--- src/rtl/i2c_master_core_if.sv ---
// i2c_master_core_if: the register-side and pad-side signals of the I2C master core.
// The master modport is the core's view. The slave modport is the view of the register
// block and pads that surround the core.
interface i2c_master_core_if;
    logic [7:0] prescale_reg;
    logic [7:0] address_reg;
    logic [7:0] transmit_reg;
    logic [7:0] command_reg;
    logic       cmd_wr;
    logic [7:0] status_reg;
    logic [7:0] receive_reg;
    logic       scl_o;
    logic       sda_oe;
    logic       sda_i;
    logic       scl_i;

    modport master (
        input  prescale_reg, address_reg, transmit_reg, command_reg, cmd_wr, sda_i, scl_i,
        output status_reg, receive_reg, scl_o, sda_oe
    );

    modport slave (
        output prescale_reg, address_reg, transmit_reg, command_reg, cmd_wr, sda_i, scl_i,
        input  status_reg, receive_reg, scl_o, sda_oe
    );
endinterface

--- src/rtl/i2c_master_core.sv ---
// i2c_master_core: single-byte I2C master. It sends START, the address, then one byte
// (write) or receives one byte (read, answered with NACK), and finishes with STOP.
// Every SCL bit is four prescaler ticks: SCL is low in phases 0-1 and high in phases 2-3.
// Optional feature: define I2C_CLOCK_STRETCH_EN to freeze the high phases while a slave
// holds SCL low.
module i2c_master_core (
    input  logic              PCLK,
    input  logic              PRESET,
    i2c_master_core_if.master bus
);
    localparam logic [3:0] IDLE      = 4'd0;
    localparam logic [3:0] START     = 4'd1;
    localparam logic [3:0] ADDR      = 4'd2;
    localparam logic [3:0] ADDR_ACK  = 4'd3;
    localparam logic [3:0] WRITE     = 4'd4;
    localparam logic [3:0] WRITE_ACK = 4'd5;
    localparam logic [3:0] READ      = 4'd6;
    localparam logic [3:0] READ_ACK  = 4'd7;
    localparam logic [3:0] STOP      = 4'd8;

    logic [3:0] state_q, state_d;
    logic [1:0] phase_q, phase_d;
    logic [7:0] cnt_q, cnt_d;
    logic [2:0] bitcnt_q, bitcnt_d;
    logic [7:0] shift_q, shift_d;
    logic [7:0] addr_q, addr_d;
    logic [7:0] data_q, data_d;
    logic [7:0] rx_q, rx_d;
    logic       done_q, done_d;
    logic       nack_q, nack_d;
    logic       rxv_q, rxv_d;
    logic       scl_q, scl_d;
    logic       sda_q, sda_d;
    logic       busy, hold, tick, slotEnd, samplePoint;
    logic       unusedBits;

    assign busy = (state_q != IDLE);

`ifdef I2C_CLOCK_STRETCH_EN
    assign hold = scl_q && !bus.scl_i && phase_q[1];
`else
    assign hold = 1'b0;
`endif

    // The low seven command bits are reserved. Without stretching, scl_i has no function.
    assign unusedBits = ^{bus.command_reg[6:0], bus.scl_i};

    // The comparison uses >= so that lowering the prescaler mid-count cannot wrap the counter.
    assign tick        = busy && !hold && (cnt_q >= bus.prescale_reg);
    assign slotEnd     = tick && (phase_q == 2'd3);
    assign samplePoint = tick && (phase_q == 2'd2);

    assign bus.status_reg  = {4'b0000, nack_q, busy, done_q, rxv_q};
    assign bus.receive_reg = rx_q;
    assign bus.scl_o       = scl_q;
    assign bus.sda_oe      = sda_q;

    // Next-state logic for the bit timer and the transfer sequencer; pad levels follow the next state
    always_comb begin
        state_d  = state_q;
        phase_d  = phase_q;
        cnt_d    = cnt_q;
        bitcnt_d = bitcnt_q;
        shift_d  = shift_q;
        addr_d   = addr_q;
        data_d   = data_q;
        rx_d     = rx_q;
        done_d   = done_q;
        nack_d   = nack_q;
        rxv_d    = rxv_q;
        scl_d    = 1'b1;
        sda_d    = 1'b0;

        if (!busy) begin
            cnt_d = 8'd0;
        end else if (!hold) begin
            cnt_d = tick ? 8'd0 : cnt_q + 8'd1;
        end
        if (tick) begin
            phase_d = phase_q + 2'd1;
        end

        case (state_q)
            IDLE: begin
                if (bus.cmd_wr && bus.command_reg[7]) begin
                    state_d = START;
                    phase_d = 2'd0;
                    cnt_d   = 8'd0;
                    addr_d  = bus.address_reg;
                    data_d  = bus.transmit_reg;
                    done_d  = 1'b0;
                    nack_d  = 1'b0;
                    rxv_d   = 1'b0;
                end
            end
            START: begin
                if (slotEnd) begin
                    state_d  = ADDR;
                    shift_d  = addr_q;
                    bitcnt_d = 3'd0;
                end
            end
            ADDR, WRITE: begin
                if (slotEnd) begin
                    if (bitcnt_q == 3'd7) begin
                        state_d = (state_q == ADDR) ? ADDR_ACK : WRITE_ACK;
                    end else begin
                        shift_d  = {shift_q[6:0], 1'b0};
                        bitcnt_d = bitcnt_q + 3'd1;
                    end
                end
            end
            ADDR_ACK: begin
                if (samplePoint && bus.sda_i) begin
                    nack_d = 1'b1;
                end
                if (slotEnd) begin
                    bitcnt_d = 3'd0;
                    if (nack_q) begin
                        state_d = STOP;
                    end else if (addr_q[0]) begin
                        state_d = READ;
                    end else begin
                        state_d = WRITE;
                        shift_d = data_q;
                    end
                end
            end
            WRITE_ACK: begin
                if (samplePoint && bus.sda_i) begin
                    nack_d = 1'b1;
                end
                if (slotEnd) begin
                    state_d = STOP;
                end
            end
            READ: begin
                if (samplePoint) begin
                    shift_d = {shift_q[6:0], bus.sda_i};
                end
                if (slotEnd) begin
                    if (bitcnt_q == 3'd7) begin
                        state_d = READ_ACK;
                        rx_d    = shift_q;
                        rxv_d   = 1'b1;
                    end else begin
                        bitcnt_d = bitcnt_q + 3'd1;
                    end
                end
            end
            READ_ACK: begin
                if (slotEnd) begin
                    state_d = STOP;
                end
            end
            STOP: begin
                if (slotEnd) begin
                    state_d = IDLE;
                    done_d  = 1'b1;
                end
            end
            default: begin
                state_d = IDLE;
            end
        endcase

        case (state_d)
            IDLE: begin
                scl_d = 1'b1;
                sda_d = 1'b0;
            end
            START: begin
                scl_d = 1'b1;
                sda_d = phase_d[1];
            end
            ADDR, WRITE: begin
                scl_d = phase_d[1];
                sda_d = ~shift_d[7];
            end
            STOP: begin
                scl_d = phase_d[1];
                sda_d = (phase_d != 2'd3);
            end
            default: begin
                scl_d = phase_d[1];
                sda_d = 1'b0;
            end
        endcase
    end

    // State registers; reset drops any transfer and releases both lines without a STOP
    always_ff @(posedge PCLK) begin
        if (PRESET) begin
            state_q  <= IDLE;
            phase_q  <= 2'd0;
            cnt_q    <= 8'd0;
            bitcnt_q <= 3'd0;
            shift_q  <= 8'd0;
            addr_q   <= 8'd0;
            data_q   <= 8'd0;
            rx_q     <= 8'd0;
            done_q   <= 1'b0;
            nack_q   <= 1'b0;
            rxv_q    <= 1'b0;
            scl_q    <= 1'b1;
            sda_q    <= 1'b0;
        end else begin
            state_q  <= state_d;
            phase_q  <= phase_d;
            cnt_q    <= cnt_d;
            bitcnt_q <= bitcnt_d;
            shift_q  <= shift_d;
            addr_q   <= addr_d;
            data_q   <= data_d;
            rx_q     <= rx_d;
            done_q   <= done_d;
            nack_q   <= nack_d;
            rxv_q    <= rxv_d;
            scl_q    <= scl_d;
            sda_q    <= sda_d;
        end
    end
endmodule

--- src/flat_wrapper.sv ---
// flat-port wrapper written by rule: the top's interface ports become plain ports
module i2c_master_core_flat 
  (PCLK, PRESET, bus_prescale_reg, bus_address_reg, bus_transmit_reg, bus_command_reg, bus_cmd_wr, bus_sda_i, bus_scl_i, bus_status_reg, bus_receive_reg, bus_scl_o, bus_sda_oe);
  i2c_master_core_if bus_i ();
  input  logic PCLK;
  input  logic PRESET;
  input wire logic [$bits(bus_i.prescale_reg)-1:0] bus_prescale_reg;
  input wire logic [$bits(bus_i.address_reg)-1:0] bus_address_reg;
  input wire logic [$bits(bus_i.transmit_reg)-1:0] bus_transmit_reg;
  input wire logic [$bits(bus_i.command_reg)-1:0] bus_command_reg;
  input wire logic [$bits(bus_i.cmd_wr)-1:0] bus_cmd_wr;
  input wire logic [$bits(bus_i.sda_i)-1:0] bus_sda_i;
  input wire logic [$bits(bus_i.scl_i)-1:0] bus_scl_i;
  output wire logic [$bits(bus_i.status_reg)-1:0] bus_status_reg;
  output wire logic [$bits(bus_i.receive_reg)-1:0] bus_receive_reg;
  output wire logic [$bits(bus_i.scl_o)-1:0] bus_scl_o;
  output wire logic [$bits(bus_i.sda_oe)-1:0] bus_sda_oe;
  assign bus_i.prescale_reg = bus_prescale_reg;
  assign bus_i.address_reg = bus_address_reg;
  assign bus_i.transmit_reg = bus_transmit_reg;
  assign bus_i.command_reg = bus_command_reg;
  assign bus_i.cmd_wr = bus_cmd_wr;
  assign bus_i.sda_i = bus_sda_i;
  assign bus_i.scl_i = bus_scl_i;
  assign bus_status_reg = bus_i.status_reg;
  assign bus_receive_reg = bus_i.receive_reg;
  assign bus_scl_o = bus_i.scl_o;
  assign bus_sda_oe = bus_i.sda_oe;
  i2c_master_core u_core (.PCLK(PCLK), .PRESET(PRESET), .bus(bus_i));
endmodule
--- config.mk ---
export PLATFORM = sky130hd
export DESIGN_NAME = i2c_master_core_flat
export DESIGN_NICKNAME = d
export VERILOG_FILES = /design/src/rtl/i2c_master_core_if.sv /design/src/rtl/i2c_master_core.sv /design/src/flat_wrapper.sv
export SDC_FILE = /design/constraint.sdc
export NUM_CORES = 1
export LEC_CHECK = 0
export CAP_MARGIN = 0
export CORE_ASPECT_RATIO = 0.5
export CORE_UTILIZATION = 51
export DETAILED_ROUTE_END_ITERATION = 8
export PLACE_DENSITY = 0.78
export SLEW_MARGIN = 20
export SYNTH_ARGS = -nofsm -noshare
export SYNTH_HDL_FRONTEND = slang
export SYNTH_SLANG_ARGS = --single-unit
--- constraint.sdc ---
create_clock -name PCLK -period 3.5 [get_ports PCLK]
set_input_delay 0.7 -clock PCLK [delete_from_list [all_inputs] [get_ports PCLK]]
set_output_delay 0.7 -clock PCLK [all_outputs]
set_load 0.01 [all_outputs]
==> results.md <==
* Main synth FF type: dfxtp_1
* Max Cap Viol at 0
* Post-layout util at 0.6403
* Wire length of the first global-routing pass at 9.425 mm
* Actual slew at the worst max-slew pin at 0.5247 ns
* Worst Path Buf+Inv at 2
* Syn_area_per_cell at 8.597 um2
* DR DRC count at 0
* Leakage at 1.240 nW
* Crit path capture type: register
* ANT cells at 0
* Int Pwr at 809.9 uW
* Unrepaired setup endpoints after global routing: no
* Critical path arrival at 3.22 ns
* Share of cells above drive strength 1 at 0.07558
* Average wire per standard cell at 13.59 um
* GP Congestion at 0.9041
* Core area at 4977 um2
* IO buf count at 42
* WL final at 5.625 mm
* Worst path depth at 10
* Skew final at 0.008831 ns
* CTS max path bufs at 2
* Die X at 104.4 um
* Area of the die at 5554 um2
* Antenna viol nets, final at 0
* Layout area overhead at 19.19%
* Sw power at 255.7 uW
* Reg2reg end: u_core.bus.sda_oe$_SDFF_PP0_
* Gate Count Post-Synth at 311
* Synth area leader: dfxtp_1
* Gr usage total at 0.2190
* Clock-pin transition on the worst setup and hold timing paths at 0.10 ns
* Maximum vdd drop at 260.1 uV
* Worst skew pair latency at 0.31 ns
* Top delay family on crit path: compound AO/OA/AOI/OAI gates
* GRT overflow at 0
* Period utilization at 0.8624
* Sw frac at 0.2400
* Pins over their slew limit at 0
* Synth cell types at 52
* Sequential power share at 0.594
* Largest net degree at the start of global routing at 37
* Clock Tree Root: clkbuf_8
* Number of H-tree levels at 2
* Worst endpoint required time at 3.70 ns
* Critical Path Start Type: input port
* DRT Pass-1 Iters at 5
* CP Max Fanout at 7
* Number of global-route vias before repair at 2090
* Via-to-Cell Ratio at 5.324
* Fin Setup TNS at 0 ns
* Initial Util at 0.5372
* Final hold violations at 0
* Slowest stage delay, CP at 0.46 ns
* Post-cts resize count at 0
* Cell Area, Synth at 2674 um2
* Clk sinks at 54
* Seq/Total Area, Yosys at 0.4043
* Crit Reg-Reg Startpoint: u_core.cnt_q[0]$_SDFF_PP0_
* DR iter-0 viols at 71
* Tmin final at 3.018 ns
* Initial antenna violation count at 0
* Row count at 18
* Synth area leaders: dfxtp_1 40%, ha_1 6.1%, nand2_1 5.8%
* Flops & latches, synth at 54
* Clock share of power at 0.320
* Net count, final at 394
* Top Ports at 55
* Async SR Flop Fraction at 0
* Gate power share at 0.086
* Cts hold-fix bufs at 0
* Reg2Reg Setup Slack at 0.93 ns
* Fmax at 331.3 MHz
* Worst setup path end: u_core.shift_q[4]$_SDFFE_PP0P_
* Pwr Density at 334.4 nW/um2
* Die height at 53.20 um
* Sequence of cells on the critical path: clkdlybuf4s50_1 > inv_1 > ha_1 > a21oi_1 > nand3_1 > o211a_4 > and3b_4 > a32o_2 > a221oi_1 > nor2_1
* Vias at 2204
* Setup crit start: bus_prescale_reg[7]
* Status: completed
* Setup-failing EPs final at 0
* WS Path Type: in2reg
* Num CTS Buffers at 5
* Detailed Place HPWL at 4.155 mm
* Slew HR at 0.6473
* Slowest CP cell: clkdlybuf4s50_1
* Number of flops mapped to enable cells by yosys at 0
* FF-to-FF path depth at 10
* CTS tree: done
* Yosys top cell area share at 0.4043
* Hold Crit Class: reg2reg
* Post-CTS Setup Inserts at 0
* YS warnings at 0
-- worst reg2reg max path: cells and delay by family (launching register included) --
family	cells	cell delay, ns
simple gates	2	0.42
flops	1	0.44
fa+ha+maj	1	0.26
buf+inv	1	0.07
compound gates	6	1.33
-- synthesized netlist by cell type, drive strengths merged (5+ instances only) --
cell    count
xor2        6
a21oi      25
buf        11
dfxtp      54
nand3       9
o21ai       5
clkbuf     12
and3        5
a221oi      6
ha         13
a22o        7
nor2b       8
nand2      41
nor2       38
inv        15
mux2i      12
-- power groups by stage --
stage          registers (mW)  logic (mW)  clock network (mW)
3_5_place_dp            0.648      0.0914                   0
2_1_floorplan           0.644      0.0542                   0
4_1_cts                 0.633      0.0918               0.349
3_3_place_gp            0.648      0.0887                   0
6_report                0.633      0.0912               0.341
5_1_grt                 0.635       0.102               0.377
-- placed cells by master (no fill, tap or decap), drive strengths merged, types with 2 or more instances in the layout --
master / n
a21oi: 25
nand3: 9
conb: 4
o21ai: 5
clkbuf: 5
nor4b: 2
and3: 5
a22o: 7
o211ai: 4
a22oi: 4
nor2b: 8
mux2i: 12
clkdlybuf4s50: 42
inv: 16
nor2: 38
nand2: 41
or2: 2
xor2: 6
dfxtp: 54
a31oi: 2
ha: 13
a221oi: 6
nand2b: 4
buf: 4
a211oi: 2
nand4: 4
-- metal layers --
layer,track usage,up-vias,wire length (um)
li1,-,1133,-
met1,0.2591,1026,2698
met2,0.4051,35,2672
met3,0.05049,10,191
met4,0.06667,0,62
met5,0,-,0
-- logic make-up (layout without fill, tap and decap cells) --
family	after synthesis	in the layout	synth area share
AOI/OAI and AO/OA	64	64	0.1778
xor gates and xnor gates	7	7	0.02293
adders and majority gates	14	14	0.06458
buffers and inverters	38	68	0.06551
DFF	54	54	0.4043
muxes	12	12	0.04492
other	1	4	0.001402
and+or+nand+nor	121	121	0.2185
-- worst min-delay path by stage --
stage,start,end,slack (ns),cells past startpoint
floorplan,u_core.addr_q[7]$_SDFFE_PP0P_,u_core.addr_q[7]$_SDFFE_PP0P_,0.43,2
global placement,u_core.data_q[4]$_SDFFE_PP0P_,u_core.data_q[4]$_SDFFE_PP0P_,0.45,2
detailed placement,u_core.addr_q[7]$_SDFFE_PP0P_,u_core.addr_q[7]$_SDFFE_PP0P_,0.45,2
CTS,u_core.addr_q[7]$_SDFFE_PP0P_,u_core.addr_q[7]$_SDFFE_PP0P_,0.46,2
global route,u_core.addr_q[7]$_SDFFE_PP0P_,u_core.addr_q[7]$_SDFFE_PP0P_,0.48,2
finish,u_core.data_q[4]$_SDFFE_PP0P_,u_core.data_q[4]$_SDFFE_PP0P_,0.46,2
-- through the flow --
step                hold WS, ns  cell area [um2]  setup WS, ns  power (mW)  instances
global route             0.4762             3187        0.3153       1.114        414
finish                   0.4580             3187        0.4817       1.066        414
CTS                      0.4627             3187        0.4717       1.074        414
global placement         0.4467             3104        0.2112      0.7363        407
floorplan                0.4317             2685        0.8542      0.6977        314
detailed placement       0.4488             3104        0.1310      0.7390        407
-- final cells by class --
cell class / instances / area [um2]
clock buffer: 5 / 68.82
clock inverter: 2 / 13.76
fill: 424 / 1790
inverter: 15 / 56.30
multi-input combinational: 222 / 1429
sequential: 54 / 1081
tap: 70 / 87.58
timing repair buffer: 46 / 450.4
No activity file was read; power rests on OpenSTA's default activity.
